### src/rtl/mem_arbiter_if.sv
// Clock/reset bundle for the unified-memory arbiter.
// The reset line is active-low and sampled synchronously by the arbiter.
interface mem_arbiter_if;
  logic clk;
  logic reset;

  modport sink (input clk, input reset);
endinterface

### src/rtl/mem_arbiter.sv
// Arbitrates instruction-fetch and data ports onto one fixed-latency memory.
// Data wins contention unless fetch has lost STARVE arbitrations in a row.
module mem_arbiter #(
  parameter int unsigned N      = 32,
  parameter int unsigned LAT    = 2,
  parameter int unsigned STARVE = 2
) (
  mem_arbiter_if.sink  ctrl_bus,
  input  logic         i_req,
  input  logic [N-1:0] i_addr,
  output logic [N-1:0] i_rdata,
  output logic         i_ready,
  input  logic         d_req,
  input  logic         d_we,
  input  logic [N-1:0] d_addr,
  input  logic [N-1:0] d_wdata,
  output logic [N-1:0] d_rdata,
  output logic         d_ready,
  output logic         m_en,
  output logic         m_we,
  output logic [N-1:0] m_addr,
  output logic [N-1:0] m_wdata,
  input  logic [N-1:0] m_rdata,
  output logic         busy
);

  localparam int unsigned CNT_W = 4;
  localparam int unsigned STV_W = 3;
  localparam logic [CNT_W-1:0] CNT_LOAD = CNT_W'(LAT - 1);
  localparam logic [STV_W-1:0] STV_MAX  = STV_W'(STARVE);

  typedef enum logic [1:0] {IDLE, ACCESS, DONE} state_t;
  typedef enum logic {OWN_I = 1'b0, OWN_D = 1'b1} owner_t;

  logic clk;
  logic rst_n;
  assign clk   = ctrl_bus.clk;
  assign rst_n = ctrl_bus.reset;

  state_t             state_q,   state_d;
  logic [CNT_W-1:0]   cnt_q,     cnt_d;
  logic [STV_W-1:0]   starve_q,  starve_d;
  owner_t             owner_q,   owner_d;
  logic [N-1:0]       addr_q,    addr_d;
  logic               we_q,      we_d;
  logic [N-1:0]       wdata_q,   wdata_d;
  logic [N-1:0]       i_rdata_q, i_rdata_d;
  logic [N-1:0]       d_rdata_q, d_rdata_d;
  logic               i_ready_q, i_ready_d;
  logic               d_ready_q, d_ready_d;
  logic               m_en_q,    m_en_d;
  logic               m_we_q,    m_we_d;
  logic               busy_q,    busy_d;
  logic               grant_i;

  // Next-state, arbitration, grant latching and registered-output decode
  always_comb begin
    state_d   = state_q;
    cnt_d     = cnt_q;
    starve_d  = starve_q;
    owner_d   = owner_q;
    addr_d    = addr_q;
    we_d      = we_q;
    wdata_d   = wdata_q;
    i_rdata_d = i_rdata_q;
    d_rdata_d = d_rdata_q;
    grant_i   = 1'b0;

    unique case (state_q)
      IDLE: begin
        if (i_req || d_req) begin
          grant_i = i_req && (!d_req || (starve_q == STV_MAX));
          state_d = ACCESS;
          cnt_d   = CNT_LOAD;
          if (grant_i) begin
            owner_d  = OWN_I;
            addr_d   = i_addr;
            we_d     = 1'b0;
            wdata_d  = '0;
            starve_d = '0;
          end else begin
            owner_d = OWN_D;
            addr_d  = d_addr;
            we_d    = d_we;
            wdata_d = d_wdata;
            // Fetch lost while asking: one step closer to forced priority
            if (i_req && (starve_q != STV_MAX)) begin
              starve_d = starve_q + STV_W'(1);
            end
          end
        end
      end
      ACCESS: begin
        if (cnt_q == '0) begin
          state_d = DONE;
          if (!we_q) begin
            if (owner_q == OWN_D) begin
              d_rdata_d = m_rdata;
            end else begin
              i_rdata_d = m_rdata;
            end
          end
        end else begin
          cnt_d = cnt_q - CNT_W'(1);
        end
      end
      DONE: begin
        state_d = IDLE;
      end
      default: begin
        state_d = IDLE;
      end
    endcase

    m_en_d    = (state_d == ACCESS);
    m_we_d    = (state_d == ACCESS) && we_d;
    busy_d    = (state_d != IDLE);
    i_ready_d = (state_d == DONE) && (owner_d == OWN_I);
    d_ready_d = (state_d == DONE) && (owner_d == OWN_D);
  end

  // State register; reset aborts any access in flight
  always_ff @(posedge clk) begin
    if (!rst_n) begin
      state_q   <= IDLE;
      cnt_q     <= '0;
      starve_q  <= '0;
      owner_q   <= OWN_I;
      addr_q    <= '0;
      we_q      <= 1'b0;
      wdata_q   <= '0;
      i_rdata_q <= '0;
      d_rdata_q <= '0;
      i_ready_q <= 1'b0;
      d_ready_q <= 1'b0;
      m_en_q    <= 1'b0;
      m_we_q    <= 1'b0;
      busy_q    <= 1'b0;
    end else begin
      state_q   <= state_d;
      cnt_q     <= cnt_d;
      starve_q  <= starve_d;
      owner_q   <= owner_d;
      addr_q    <= addr_d;
      we_q      <= we_d;
      wdata_q   <= wdata_d;
      i_rdata_q <= i_rdata_d;
      d_rdata_q <= d_rdata_d;
      i_ready_q <= i_ready_d;
      d_ready_q <= d_ready_d;
      m_en_q    <= m_en_d;
      m_we_q    <= m_we_d;
      busy_q    <= busy_d;
    end
  end

  assign i_rdata = i_rdata_q;
  assign i_ready = i_ready_q;
  assign d_rdata = d_rdata_q;
  assign d_ready = d_ready_q;
  assign m_en    = m_en_q;
  assign m_we    = m_we_q;
  assign m_addr  = addr_q;
  assign m_wdata = wdata_q;
  assign busy    = busy_q;

endmodule

### src/flat_wrapper.sv
// flat-port wrapper written by rule: the top's interface ports become plain ports
module mem_arbiter_flat 
#(
  parameter int unsigned N      = 32,
  parameter int unsigned LAT    = 2,
  parameter int unsigned STARVE = 2
)
  (i_req, i_addr, i_rdata, i_ready, d_req, d_we, d_addr, d_wdata, d_rdata, d_ready, m_en, m_we, m_addr, m_wdata, m_rdata, busy, ctrl_bus_clk, ctrl_bus_reset);
  mem_arbiter_if ctrl_bus_i ();
  input  logic i_req;
  input  logic [N-1:0] i_addr;
  output logic [N-1:0] i_rdata;
  output logic i_ready;
  input  logic d_req;
  input  logic d_we;
  input  logic [N-1:0] d_addr;
  input  logic [N-1:0] d_wdata;
  output logic [N-1:0] d_rdata;
  output logic d_ready;
  output logic m_en;
  output logic m_we;
  output logic [N-1:0] m_addr;
  output logic [N-1:0] m_wdata;
  input  logic [N-1:0] m_rdata;
  output logic busy;
  input wire logic [$bits(ctrl_bus_i.clk)-1:0] ctrl_bus_clk;
  input wire logic [$bits(ctrl_bus_i.reset)-1:0] ctrl_bus_reset;
  assign ctrl_bus_i.clk = ctrl_bus_clk;
  assign ctrl_bus_i.reset = ctrl_bus_reset;
  mem_arbiter #(.N(N), .LAT(LAT), .STARVE(STARVE)) u_core (.ctrl_bus(ctrl_bus_i), .i_req(i_req), .i_addr(i_addr), .i_rdata(i_rdata), .i_ready(i_ready), .d_req(d_req), .d_we(d_we), .d_addr(d_addr), .d_wdata(d_wdata), .d_rdata(d_rdata), .d_ready(d_ready), .m_en(m_en), .m_we(m_we), .m_addr(m_addr), .m_wdata(m_wdata), .m_rdata(m_rdata), .busy(busy));
endmodule
### config.mk
export PLATFORM = sky130hd
export DESIGN_NAME = mem_arbiter_flat
export DESIGN_NICKNAME = d
export VERILOG_FILES = /design/src/rtl/mem_arbiter_if.sv /design/src/rtl/mem_arbiter.sv /design/src/flat_wrapper.sv
export SDC_FILE = /design/constraint.sdc
export NUM_CORES = 1
export LEC_CHECK = 0
export ABC_CLOCK_PERIOD_IN_PS = 2410
export BUFFER_PORTS_ARGS = -buffer_cell sky130_fd_sc_hd__buf_2
export CORE_UTILIZATION = 49
export CTS_BUF_LIST = sky130_fd_sc_hd__clkbuf_8
export CTS_CLUSTER_DIAMETER = 50
export CTS_CLUSTER_SIZE = 20
export DETAILED_ROUTE_END_ITERATION = 6
export PLACE_DENSITY = 0.85
export SYNTH_ARGS = -nofsm -noshare
export SYNTH_HDL_FRONTEND = slang
export SYNTH_SLANG_ARGS = --single-unit
### constraint.sdc
create_clock -name ctrl_bus_clk -period 2.41 [get_ports ctrl_bus_clk]
set_input_delay 0.1205 -clock ctrl_bus_clk [delete_from_list [all_inputs] [get_ports ctrl_bus_clk]]
set_output_delay 0.1205 -clock ctrl_bus_clk [all_outputs]
set_load 0.02 [all_outputs]
==> Word level (Yosys, flattened, before mapping) <==
Index checks and enable logic that the tools add are counted.
Widths: inputs -> output; s select.
{ "totals": {"ff_bits": 144, "inputBits": 133} }
{ "classes": {"n_mux": 16, "bitwise_logic": 3, "n_reduce_logical": 18, "addsub": 2, "eq_ne": 7} }
{ "ops": {"columns": ["cell", "count"], "rows": [
  ["$mux 32", 2],
  ["$mux 4", 2],
  ["$pmux 4 s2", 1],
  ["$reduce_and 4->1", 2],
  ["$mux 1", 6],
  ["$mux 3", 2],
  ["$reduce_and 3->1", 2],
  ["$reduce_bool 2->1", 3],
  ["$logic_and 1x1->1", 5],
  ["$eq 2x1->1 const B", 2],
  ["$logic_not 4->1", 1],
  ["$mux 2", 2],
  ["$pmux 2 s2", 1],
  ["$sub 4x1->4 const B", 1],
  ["$add 3x1->3 const B", 1],
  ["$eq 3x2->1 const B", 1],
  ["$ne 3x2->1 const B", 1],
  ["$not 1->1", 3],
  ["$eq 2x2->1 const B", 1],
  ["$logic_not 2->1", 1],
  ["$logic_or 1x1->1", 2],
  ["$ne 2x1->1 const B", 1],
  ["$ne 2x2->1 const B", 1],
  ["$reduce_and 2->1", 1],
  ["$logic_not 1->1", 1]
]} }

==> Logic depth before layout (Yosys ltp) <==
{ "depth": {"word_depth": 8, "depth_mapped": 6, "mapped_depth_nobuf": 5} }

==> Least setup slack after synthesis <==
Ideal clock, no wire load.
{ "synth_timing": {"path_kind": "register to register", "start": "register u_core.cnt_q[0]", "end": "register u_core.i_rdata_q[10] (netlist: u_core.i_rdata[10])", "path_buffers": 1, "stages_incl_launch_ff": 7, "period_less_slack_ns": 1.754, "setup_ns": 0.072, "path_slack_ns": 0.656, "t_required_ns": 2.338, "arrival_ns": 1.682, "cell_sequence": "dfxtp_1 inv_1 ha_1 or3b_4 nor4_4 buf_6 mux2i_1"} }
{ "synth_between": {"elab_chain_len": 2} }
{ "synth_rtl": {"columns": ["element", "line", "rtl"], "rows": [
  ["from (decl)", "mem_arbiter.sv:41", "logic [CNT_W-1:0] cnt_q, cnt_d;"],
  ["from (signal assigned)", "mem_arbiter.sv:141", "cnt_q <= cnt_d;"],
  ["$logic_not 4->1", "mem_arbiter.sv:94", "if (cnt_q == '0) begin"],
  ["$reduce_and 4->1 (no source line)", null, null],
  ["to (signal assigned)", "mem_arbiter.sv:147", "i_rdata_q <= i_rdata_d;"],
  ["to (decl)", "mem_arbiter.sv:47", "logic [N-1:0] i_rdata_q, i_rdata_d;"]
]} }
Every way passes these cells.
A chain may end at the register's enable or synchronous reset.

==> Worst setup path in the final report <==
{ "layout_timing": {"start": "register u_core.cnt_q[0]", "end": "register u_core.i_rdata_q[11] (netlist: u_core.i_rdata[11])"} }
The elaborated chain is that of the path after synthesis.

==> summary.txt <==
Worst setup path
  – Setup CP Type: flop to flop
  – Critical Path AT: roughly 2200 ps
  – CP endpoint kind: flop
  – Worst-path maximum fanout: 32
  – Worst setup SP type: flop
  – Required time of the worst setup path: 2770 ps

Min path
  – Worst Hold Class: input port to flop

Synth
  – Top-count cell post-synth: nand2_1
  – Post-synth EDFFs: 0
  – Synth Cell Area: 5940 µm²
  – Avg Cell Area, Syn: 9.52 µm²
  – Synthesized flop and latch total: 144
  – Post-synthesis sequential area ratio: about 49%
  – FFs w/ async S/R, synth: 0%
  – Ys flop type: dfxtp_1
  – Area leader, netlist: dfxtp_1
  – Cells after Synth: about 620
  – Area contributors post-synth: dfxtp_1 49%, mux2i_1 11%, nand2_1 10%
  – Synth cell count leaders: 162 x nand2_1, 144 x dfxtp_1, 64 x mux2i_1
  – Post-synthesis net count: about 760
  – Synth warn: 0
  – Synth unique cells: 40
  – Yosys top cell area share: about half

GRT
  – GR Util All Layers: between 20% and 30%
  – Largest net degree at the start of global routing: 75
  – Global-route wire length before repair: 28500 µm
  – Initial antenna violation count: 0
  – Grt ovf: 0
  – Number of global-route vias before repair: approximately 6k

Route
  – Routed WL: about 18000 µm
  – DRC Markers: 17
  – Initial DRC count: just under 500
  – Vias: around 6k
  – Antenna viol nets, final: 0
  – Routed WL per cell: between 15 and 20 µm
  – Via/cell ratio: around 5.5
  – Drt pass-1 iters: 7

Power
  – Pwr/cell area: a little under 700 nW/µm²
  – Leak: between 4 and 5 nW
  – VDD IR-drop max: 0.485 mV

Final layout
  – Fin nets: between 1k and 1.5k
  – Inserted Diodes: 0
  – Syn-to-layout area delta: 40.3%
  – Final Non-Filler Cells: approximately 1.1k
  – Share of layout cells above drive strength 1: between 30% and 40%

Timing
  – Fmax: ~0.53 GHz
  – Setup TNS: 0 ps
  – Final Hold Vio Count: 0
  – Slew Limit Fails: 0
  – Actual slew at the worst max-slew pin: ~700 ps
  – Fin crit period: ~1900 ps
  – Slew margin rel.: between 50% and 60%
  – Final period util: approximately 80%
  – Worst clock skew: between 10 and 15 ps
  – RSZ-0062 raised after global routing: no
  – Endpoints failing setup: 0

Clocking
  – Clk root buf: clkbuf_8
  – CTS tree: yes
  – Clk slew on worst S/H paths: roughly 80 ps
  – CTS Buffer Depth: 2
  – Post-CTS Setup Inserts: 0
  – Total CTS buffers: 17
  – Worst skew pair latency: between 400 and 500 ps
  – H-tree Lvls: 4
  – Sink Count: roughly 140

Place
  – Final HPWL DP: between 10000 and 15000 µm
  – Placed Cells incl. Taps: 987
  – Placer Congestion: roughly 0.81
  – Number of I/O port buffers: 265

Floorplanning
  – Initial Util: about 51%
  – Die ar.: 12600 µm²
  – Core area: 11600 µm²
  – Num ports: 266
  – DIE WIDTH: between 100 and 150 µm
  – Rows: 39
  – Die H: 112 µm

Status
  – Failing checks: DRC
  – Status: finished with violations

Run
  – Max Cap Violations: 0
[per-layer routing]
metal	vias to the layer above	track usage, %	part of all wire [%]
met5	-	0	0
li1	2876	-	-
met1	2782	30.7	39
met4	0	17.4	4.6
met2	272	50.4	51
met3	63	7.24	5.8
[area by class of cell]
type                    count  area (µm²)
fillers                   825        3280
flip-flops and latches    144        2880
multi-input cells         412        2730
repair buffers            345        2130
clock buffers              18         248
well taps                 143         179
clock inverters            14         133
inverters                   8        30.0
[registers in the layout (all words and copies together) (netlist names), 2 cells and up]
| name | cells |
|---|---|
| u_core.m_wdata | 32 |
| u_core.m_addr | 32 |
| u_core.state_q | 2 |
| u_core.starve_q | 3 |
| u_core.cnt_q | 4 |
| u_core.d_rdata | 32 |
| u_core.i_rdata | 32 |
[cells by family after synthesis]
logic type	count (synthesis)	synth area share, %
muxes	64	10.8
adders and majority gates	4	0.842
DFF	144	48.5
buffers and inverters	68	5.62
and+or+nand+nor	223	16.5
AOI/OAI and AO/OA	121	17.8
[power breakdown]
part,switching [mW],leakage (nW),internal [mW]
clock network,0.951,0.186,0.855
logic,0.720,2.69,0.507
registers,0.105,1.18,2.56
[path summary, 6_finish.rpt]
check	from	endpoint	slack (ps)	cells after the start
max	u_core.cnt_q[0]	u_core.i_rdata[11]	530	6
min	d_req	u_core.starve_q[2]	40	3
max reg2reg	u_core.cnt_q[0]	u_core.i_rdata[11]	530	6
min reg2reg	u_core.i_rdata[8]	u_core.i_rdata[8]	460	2
[per-stage QoR]
stage               setup WS (ps)  hold slack, ps  cell area, µm²  util, %  total power [mW]
floorplan                     656             246            5940        -              3.46
finish                        527            41.2            8330     71.8              5.70
detailed placement            525             334            7300     62.9              3.84
global placement              647             330            7300     62.9              3.82
CTS                           507            1.92            8330     71.8              5.71
global route                  413            37.6            8330     71.8              5.94
[critical path, stage by stage, from the launching register on]
cell,delay (ps)
dfxtp_1,340
inv_1,90
ha_1,160
or3b_4,410
nor4_4,280
buf_12,290
mux2i_1,230
[placed cells by master (no fill, tap or decap), drive strengths merged, types with 2 or more instances in the layout]
cell and n:
dfxtp 144, o21ai 6, ha 4, clkbuf 18
o21a 2, a221o 32, clkinvlp 3, nand2 162
buf 280, nand4b 2, dlygate4sd3 65, a21oi 9
or3b 2, nor2 4, inv 10, mux2i 64
nand2b 2, or4 4, nand4 2, and2 2
nor3b 2, a22o 32, clkinv 8, nor2b 3
o21ba 2, nor3 34, a2111oi 33
[timing repair]
action | CTS | global route
endpoints found under the hold margin | 97 | 0
setup endpoints to repair | 0 | 0
resized for setup | 0 | 0
hold buffers | 65 | 0
(Power assumes the default switching activity.)
